### src/rtl/count_sampler_pkg.sv
// Shared types and constants for count_sampler.
// The sample delta field exists only when COUNT_SAMPLER_DELTA_EN is defined.
package count_sampler_pkg;

   localparam int unsigned CNT_W = 8;

   typedef enum logic [1:0] {
      IDLE,
      RUN,
      DONE
   } state_t;

   typedef struct packed {
      logic [CNT_W-1:0] cnt1;
      logic [CNT_W-1:0] cnt2;
`ifdef COUNT_SAMPLER_DELTA_EN
      logic [CNT_W-1:0] delta;
`endif
   } sample_t;

endpackage

### src/rtl/count_sampler_fifo.sv
// Power-of-two FIFO for count_sampler samples; a push while full is accepted
// only when a pop happens in the same cycle. Empty reads return zero.
module count_sampler_fifo #(
   parameter int unsigned DEPTH = 4,
   parameter int unsigned WIDTH = 16
) (
   input  logic                    clk,
   input  logic                    rst,
   input  logic                    flush,
   input  logic                    push,
   input  logic                    pop,
   input  logic [WIDTH-1:0]        din,
   output logic [WIDTH-1:0]        dout,
   output logic                    full,
   output logic                    empty,
   output logic [$clog2(DEPTH):0]  level
);

   localparam int unsigned AW = $clog2(DEPTH);

   logic [WIDTH-1:0] mem [DEPTH];
   logic [AW:0]      wr_ptr;
   logic [AW:0]      rd_ptr;
   logic             do_push;
   logic             do_pop;

   // Pointers carry one extra wrap bit so full and empty are distinguishable.
   assign level   = wr_ptr - rd_ptr;
   assign empty   = (wr_ptr == rd_ptr);
   assign full    = (wr_ptr[AW] != rd_ptr[AW]) && (wr_ptr[AW-1:0] == rd_ptr[AW-1:0]);
   assign dout    = empty ? '0 : mem[rd_ptr[AW-1:0]];
   assign do_pop  = pop && !empty;
   assign do_push = push && (!full || do_pop);

   always_ff @(posedge clk or negedge rst) begin
      if (!rst) begin
         wr_ptr <= '0;
         rd_ptr <= '0;
      end else if (flush) begin
         wr_ptr <= '0;
         rd_ptr <= '0;
      end else begin
         if (do_push) wr_ptr <= wr_ptr + 1'b1;
         if (do_pop)  rd_ptr <= rd_ptr + 1'b1;
      end
   end

   always_ff @(posedge clk) begin
      if (do_push && !flush) mem[wr_ptr[AW-1:0]] <= din;
   end

endmodule

### src/rtl/count_sampler.sv
// Decimating sampler of upstream counter values into a FIFO, ending a run at THRESHOLD.
// Define COUNT_SAMPLER_DELTA_EN to add the out_delta port and stored delta field.
module count_sampler
   import count_sampler_pkg::*;
#(
   parameter int unsigned      DEPTH     = 4,
   parameter int unsigned      DECIM     = 4,
   parameter logic [CNT_W-1:0] THRESHOLD = 8'd208
) (
   input  logic                   clk,
   input  logic                   rst,
   input  logic [CNT_W-1:0]       cnt1_in,
   input  logic [CNT_W-1:0]       cnt2_in,
   input  logic                   start,
   input  logic                   clear,
   output logic                   out_valid,
   input  logic                   out_ready,
   output logic [CNT_W-1:0]       out_cnt1,
   output logic [CNT_W-1:0]       out_cnt2,
`ifdef COUNT_SAMPLER_DELTA_EN
   output logic [CNT_W-1:0]       out_delta,
`endif
   output logic [$clog2(DEPTH):0] level,
   output logic                   done,
   output logic                   overflow
);

   localparam logic [7:0] DECIM_LAST = 8'(DECIM - 1);

   state_t     state;
   logic [7:0] dcnt;
   logic       strobe;
   logic       hit;
   logic       push;
   logic       pop;
   logic       full;
   logic       empty;
   sample_t    din;
   sample_t    dout;

   assign strobe    = (state == RUN) && (dcnt == '0);
   assign hit       = strobe && (cnt2_in == THRESHOLD);
   // clear outranks any same-cycle push or pop
   assign push      = strobe && !clear;
   assign pop       = out_valid && out_ready && !clear;
   assign out_valid = !empty;
   assign out_cnt1  = dout.cnt1;
   assign out_cnt2  = dout.cnt2;
`ifdef COUNT_SAMPLER_DELTA_EN
   assign out_delta = dout.delta;
`endif

   always_comb begin
      din      = '0;
      din.cnt1 = cnt1_in;
      din.cnt2 = cnt2_in;
`ifdef COUNT_SAMPLER_DELTA_EN
      din.delta = cnt2_in - cnt1_in;
`endif
   end

   always_ff @(posedge clk or negedge rst) begin
      if (!rst) begin
         state    <= IDLE;
         dcnt     <= '0;
         done     <= 1'b0;
         overflow <= 1'b0;
      end else if (clear) begin
         state    <= IDLE;
         dcnt     <= '0;
         done     <= 1'b0;
         overflow <= 1'b0;
      end else begin
         if (strobe && full && !pop) overflow <= 1'b1;
         case (state)
            IDLE: begin
               if (start) begin
                  state <= RUN;
                  dcnt  <= '0;
               end
            end
            RUN: begin
               if (hit) begin
                  state <= DONE;
                  done  <= 1'b1;
               end else begin
                  dcnt <= (dcnt == DECIM_LAST) ? '0 : dcnt + 8'd1;
               end
            end
            DONE: ;
            default: state <= IDLE;
         endcase
      end
   end

   count_sampler_fifo #(
      .DEPTH (DEPTH),
      .WIDTH ($bits(sample_t))
   ) u_fifo (
      .clk   (clk),
      .rst   (rst),
      .flush (clear),
      .push  (push),
      .pop   (pop),
      .din   (din),
      .dout  (dout),
      .full  (full),
      .empty (empty),
      .level (level)
   );

endmodule

### config.mk
export PLATFORM = sky130hd
export DESIGN_NAME = count_sampler
export DESIGN_NICKNAME = d
export VERILOG_FILES = /design/src/rtl/count_sampler_pkg.sv /design/src/rtl/count_sampler_fifo.sv /design/src/rtl/count_sampler.sv
export SDC_FILE = /design/constraint.sdc
export NUM_CORES = 1
export LEC_CHECK = 0
export CAP_MARGIN = 5
export CORE_MARGIN = 8
export CORE_UTILIZATION = 50
export CTS_CLUSTER_SIZE = 30
export DETAILED_ROUTE_END_ITERATION = 16
export PLACE_DENSITY = 0.75
export SLEW_MARGIN = 0
export SYNTH_ARGS = -nofsm -noshare
export SYNTH_HDL_FRONTEND = slang
export SYNTH_SLANG_ARGS = --single-unit
export TNS_END_PERCENT = 20
### constraint.sdc
create_clock -name clk -period 2.6 [get_ports clk]
set_input_delay 0.52 -clock clk [delete_from_list [all_inputs] [get_ports clk]]
set_output_delay 0.52 -clock clk [all_outputs]
set_load 0.05 [all_outputs]
-- Yosys cells after proc, flatten, opt, wreduce, memory -nomap -nowiden
Memory sizes are Yosys's and may differ from the RTL's.
Index checks and enable logic that the tools add are counted.
- eq/ne operators: 11
- muxes and demuxes: 21
- add/sub/neg operators: 4
- reduce and logical (&&, ||, !) cells: 27
- operators with widths (operator ; count):
    $mux W8 ; 4
    $mux W16 ; 1
    $pmux W8 S2 ; 1
    $mux W3 ; 4
    $logic_and A1 B1 Y1 ; 11
    $reduce_bool A2 Y1 ; 5
    $ne A3 B3 Y1 const B ; 3
    $add A8 B1 Y8 const B ; 1
    $eq A8 B2 Y1 const B ; 1
    $eq A8 B8 Y1 const B ; 1
    $logic_not A8 Y1 ; 1
    $mux W1 ; 7
    $add A3 B1 Y3 const B ; 2
    $mux W2 ; 3
    $pmux W2 S3 ; 1
    $reduce_and A3 Y1 ; 2
    $logic_not A1 Y1 ; 4
    $eq A3 B3 Y1 ; 1
    $reduce_bool A3 Y1 ; 1
    $sub A3 B3 Y3 ; 1
    $eq A2 B1 Y1 const B ; 1
    $eq A2 B2 Y1 ; 1
    $eq A2 B2 Y1 const B ; 1
    $logic_not A2 Y1 ; 1
    other kinds (4) ; 4
- register bits after elaboration: 18
- memories kept: 1
- memory bits (writable): 64
- input bits: 21
- memories (memory ; depth ; bits a word ; read ports ; clocked after Yosys merged registers in ; write ports ; RTL line ; RTL):
    u_fifo.mem ; 4 ; 16 ; 1 ; 0 ; 1 ; count_sampler_fifo.sv:21 ; logic [WIDTH-1:0] mem [DEPTH];

-- Depth between registers and ports, before layout
- word-level depth: 10
- mapped depth: 8

-- Hierarchy
Synthesis repeated with hierarchy kept, for this count alone.
- cells, all modules: 230
- area total of the unflattened synthesis: 3708.6 µm²
- modules (own cells, without submodules) (module ; area an instance (µm²) ; cells each ; instances):
    count_sampler_fifo ; 2932.8 ; 155 ; 1
    count_sampler ; 775.7 ; 75 ; 1

-- Least setup slack after synthesis
OpenSTA, ideal clock, no wires.
- kind: register to output
- from: reg u_fifo.rd_ptr[1]
- to: out out_cnt1[1]
- stages on the path, launching flop included: 9
- data arrival time: 2394 ps
- setup slack: -314 ps
- buffers on the path: 3
- path through: dfrtp_1 -> clkbuf_1 -> buf_2 -> inv_1 -> ha_1 -> nand2_1 -> nor2_1 -> clkbuf_1 -> nor2b_1
- cells in the longest elaborated chain, start to end: 2
- elaborated cells between the ends (all ways): 3
- ends and longest elaborated chain (what ; RTL line ; RTL):
    start, declared ; count_sampler_fifo.sv:23 ; logic [AW:0] rd_ptr;
    start signal, assigned ; count_sampler_fifo.sv:44 ; if (do_pop) rd_ptr <= rd_ptr + 1'b1;
    $mem_v2 Z4 W16 / $eq A3 B3 Y1 (equally long branches) ; -- ;
    $mux W16 * ; count_sampler_fifo.sv:31 ; assign dout = empty ? '0 : mem[rd_ptr[AW-1:0]];
    end, declared ; count_sampler.sv:18 ; output logic [CNT_W-1:0] out_cnt1,
Mark *: on every way between the ends. The rest lies on a longest branch, timed or not.

-- Worst setup path after layout
- from: reg u_fifo.wr_ptr[0]
- to: out out_cnt1[0]
- cells in the longest elaborated chain, start to end: 2
- ends and longest elaborated chain (what ; RTL line ; RTL):
    start, declared ; count_sampler_fifo.sv:22 ; logic [AW:0] wr_ptr;
    start signal, assigned ; count_sampler_fifo.sv:43 ; if (do_push) wr_ptr <= wr_ptr + 1'b1;
    $eq A3 B3 Y1 ; count_sampler_fifo.sv:29 ; assign empty = (wr_ptr == rd_ptr);
    $mux W16 ; count_sampler_fifo.sv:31 ;
No other way between the ends.

==> flow_summary_export.csv <==
group,metric,value,unit
finish,mostFrequentLayoutCell,"edfxtp_1",
synthesis,synth_edf_count,64,
sta,drv_slew,0,
pwr,vdd_drop_max,0.000366,V
setup_path,end_kind,"primary output",
cts,cts_tree,"yes",
finish,antenna_cells,0,
floorplanning,ios,43,
drt,viasPerCell,5.31,
pwr,power.leakage,1.69,nW
setup_path,crit_slowest_cell,"dfrtp_1",
setup_path,path_cells,"inv_2 > ha_1 > nand2_2 > nor2_4 > clkbuf_4 > buf_4 > nor2b_1 > buf_4",
setup_path,path_class,"register to primary output",
grt,grt_overflow,0,
synthesis,synth_area_per_cell,16.0,µm²
sta,final.min_clock_period,2.52,ns
floorplanning,row_count,31,
placed_design,io_buffers,42,
synthesis,yosysWarnings,0,
sta,finalSetupTns,0,ns
setup_path,cp.required,2.08,ns
finish,drive_above_1_share,31.7,%
placed_design,gp_congestion,0.787,
cts,clk_path_buf_depth,2,
sta,skew,0.0109,ns
cts,numCtsBuffers,9,
synthesis,synthMuxAreaShare,10.8,%
job,maxCapViolations,0,
drt,routedWlPerCell,17.1,µm
pwr,total_power,3.45,mW
finish,seq_area,2370,µm²
synthesis,yosys.area_share.simple,11.4,%
synthesis,synth_compound_area_share,5.62,%
sta,worst_pin_slew,0.500,ns
grt,grt_use_total,13.8,%
grt,antenna_found_initial,0,
setup_path,worstSetupStartpoint,"u_fifo.wr_ptr[0]",
grt,grt_pass1_wl,10.6,mm
floorplanning,start_util,50.9,%
finish,stdcell_area,4570,µm²
drt,drc,0,
cts,clock_latency,0.34,ns
grt,grt_max_degree,19,
grt,grt_pass1_vias,2127,
setup_path,reg2reg_depth,7,
synthesis,synth_cells,229,
setup_path,start_kind,"register",
finish,num-fill-cells,518,
floorplanning,coreArea,7180,µm²
placed_design,place_area,4260,µm²
synthesis,synthesis.area,3650,µm²
synthesis,synth_cell_type_count,48,
pwr,power.density,755,nW/µm²
cts,path_clk_slew,0.09,ns
synthesis,synthXorXnorAreaFrac,1.20,%
cts,clockRootBuffer,"clkbuf_8",
cts,cts_sinks,82,
sta,period_share,97.0,%
drt,drt-initial-drc-count,85,
sta,maxSlewHeadroom,66.5,%
floorplanning,die_w,101,µm
finish,nNetsFinal,319,
sta,fmax,0.397,GHz
synthesis,ys.flop_type,"edfxtp_1",
hold_path,worstHoldPathType,"input port to async pin",
synthesis,yosys.area_share.adder,3.63,%
sta,setup-violations-final,0,
setup_path,critPathMaxFanout,7,
drt,routed-via-count,2081,
finish,multi_input_area,1230,µm²
placed_design,dp_hpwl,4.52,mm
floorplanning,dieArea,10300,µm²
drt,wl,6.72,mm
synthesis,ys_seq_elements,82,
setup_path,crit_top_cell,"buf_4",
cts,cts_hold_buf,0,
sta,hold_violations,0,
outcome,status,"finished clean",
drt,ant_nets,0,
synthesis,synthArstFlopShare,22.0,%
setup_path,arrival,2.00,ns
finish,final_cell_mix,"edfxtp_1, buf_4, clkdlybuf4s50_1",
synthesis,syn_nets,260,
finish,area_delta_synth_final,25.0,%
setup_path,slowest_delay,0.41,ns
drt,drt-pass1-iter-count,4,
synthesis,ys_seq_area_share,64.9,%
floorplanning,die_h,101,µm
synthesis,synth_top_family_by_area,"simple AND/OR/NAND/NOR gates",
cts,h-tree-depth,3,
setup_path,r2r-start,"u_fifo.wr_ptr[0]",
[sequential cells by signal, summed over array words and instances, names as in the netlist]
| register | count |
|---|---|
| overflow | 1 |
| state | 2 |
| dcnt | 8 |
| u_fifo.mem | 64 |
| done | 1 |
| u_fifo.wr_ptr | 3 |
| u_fifo.rd_ptr | 3 |
[cell type report]
cell class | instances | share of cell area [%]
inverter | 12 | 0.986
multi-input combinational | 128 | 26.9
clock buffer | 10 | 2.79
timing repair buffer | 55 | 12.1
tap | 99 | 2.71
sequential | 82 | 52.0
clock inverter | 6 | 2.52
[synth_stat cells (4+ instances only)]
master / count / share of area [%]
a21oi_1: 5 / 0.68
and2_1: 5 / 0.86
and2b_1: 10 / 2.1
dfrtp_1: 18 / 12
edfxtp_1: 64 / 53
ha_1: 9 / 3.1
inv_1: 12 / 1.2
mux4_2: 16 / 9.9
nand2_1: 5 / 0.51
nand3_1: 6 / 0.82
nor2_1: 10 / 1.0
nor2b_1: 8 / 1.4
o21ai_0: 12 / 1.6
xor2_1: 4 / 0.96
[per-layer routing]
metal	share of wire [%]	GRT usage (%)	vias to the layer above
li1	-	-	990
met1	44	16.9	1028
met2	49	22.6	56
met3	5.6	3.30	7
met4	0.92	6.53	0
met5	0	0	-
[critical path: cells and delay by family, from the launching register on]
kind                     cells  cell delay (ns)
buffers and inverters        4             0.64
flip-flops                   1             0.41
adder cells (fa/ha/maj)      1             0.33
AND/OR/NAND/NOR              3             0.30
[worst paths after layout]
path | endpoint | slack, ns
min reg2reg | dcnt[7] | 0.51
min in group clk | dcnt[7] | 0.51
min | dcnt[1] | 0.50
max reg2reg | u_fifo.mem[2][8] | 0.37
max in group asynchronous | u_fifo.rd_ptr[1] | 1.87
max | out_cnt1[0] | 0.08
[report_power, final]
| part | internal [mW] | switching, mW | total (mW) |
|---|---|---|---|
| clock | 0.643 | 0.449 | 1.09 |
| sequential | 1.44 | 0.0136 | 1.45 |
| combinational | 0.370 | 0.530 | 0.900 |
| total | 2.46 | 0.992 | 3.45 |
[repair_timing]
action / in CTS / in global routing
buffers inserted: 0 / 3
setup endpoints to repair: 0 / 10
gates resized for setup: 0 / 11
[cell families after synthesis]
family,after synthesis
AOI/OAI and AO/OA,28
xor gates and xnor gates,5
adders and majority gates,10
buffers and inverters,19
DFF,82
muxes,19
and+or+nand+nor,66
[stage by stage]
stage | std cells | setup WS (ns) | hold WS (ns) | util (%)
6_report | 392 | 0.0785 | 0.500 | 63.7
5_1_grt | 392 | -0.0383 | 0.534 | 63.7
3_5_place_dp | 372 | 0.208 | 0.495 | 59.4
3_3_place_gp | 372 | 0.280 | 0.489 | 59.4
4_1_cts | 388 | 0.00391 | 0.492 | 62.8
2_1_floorplan | 229 | -0.000143 | 0.224 | -
No activity file was read; power rests on OpenSTA's default activity.
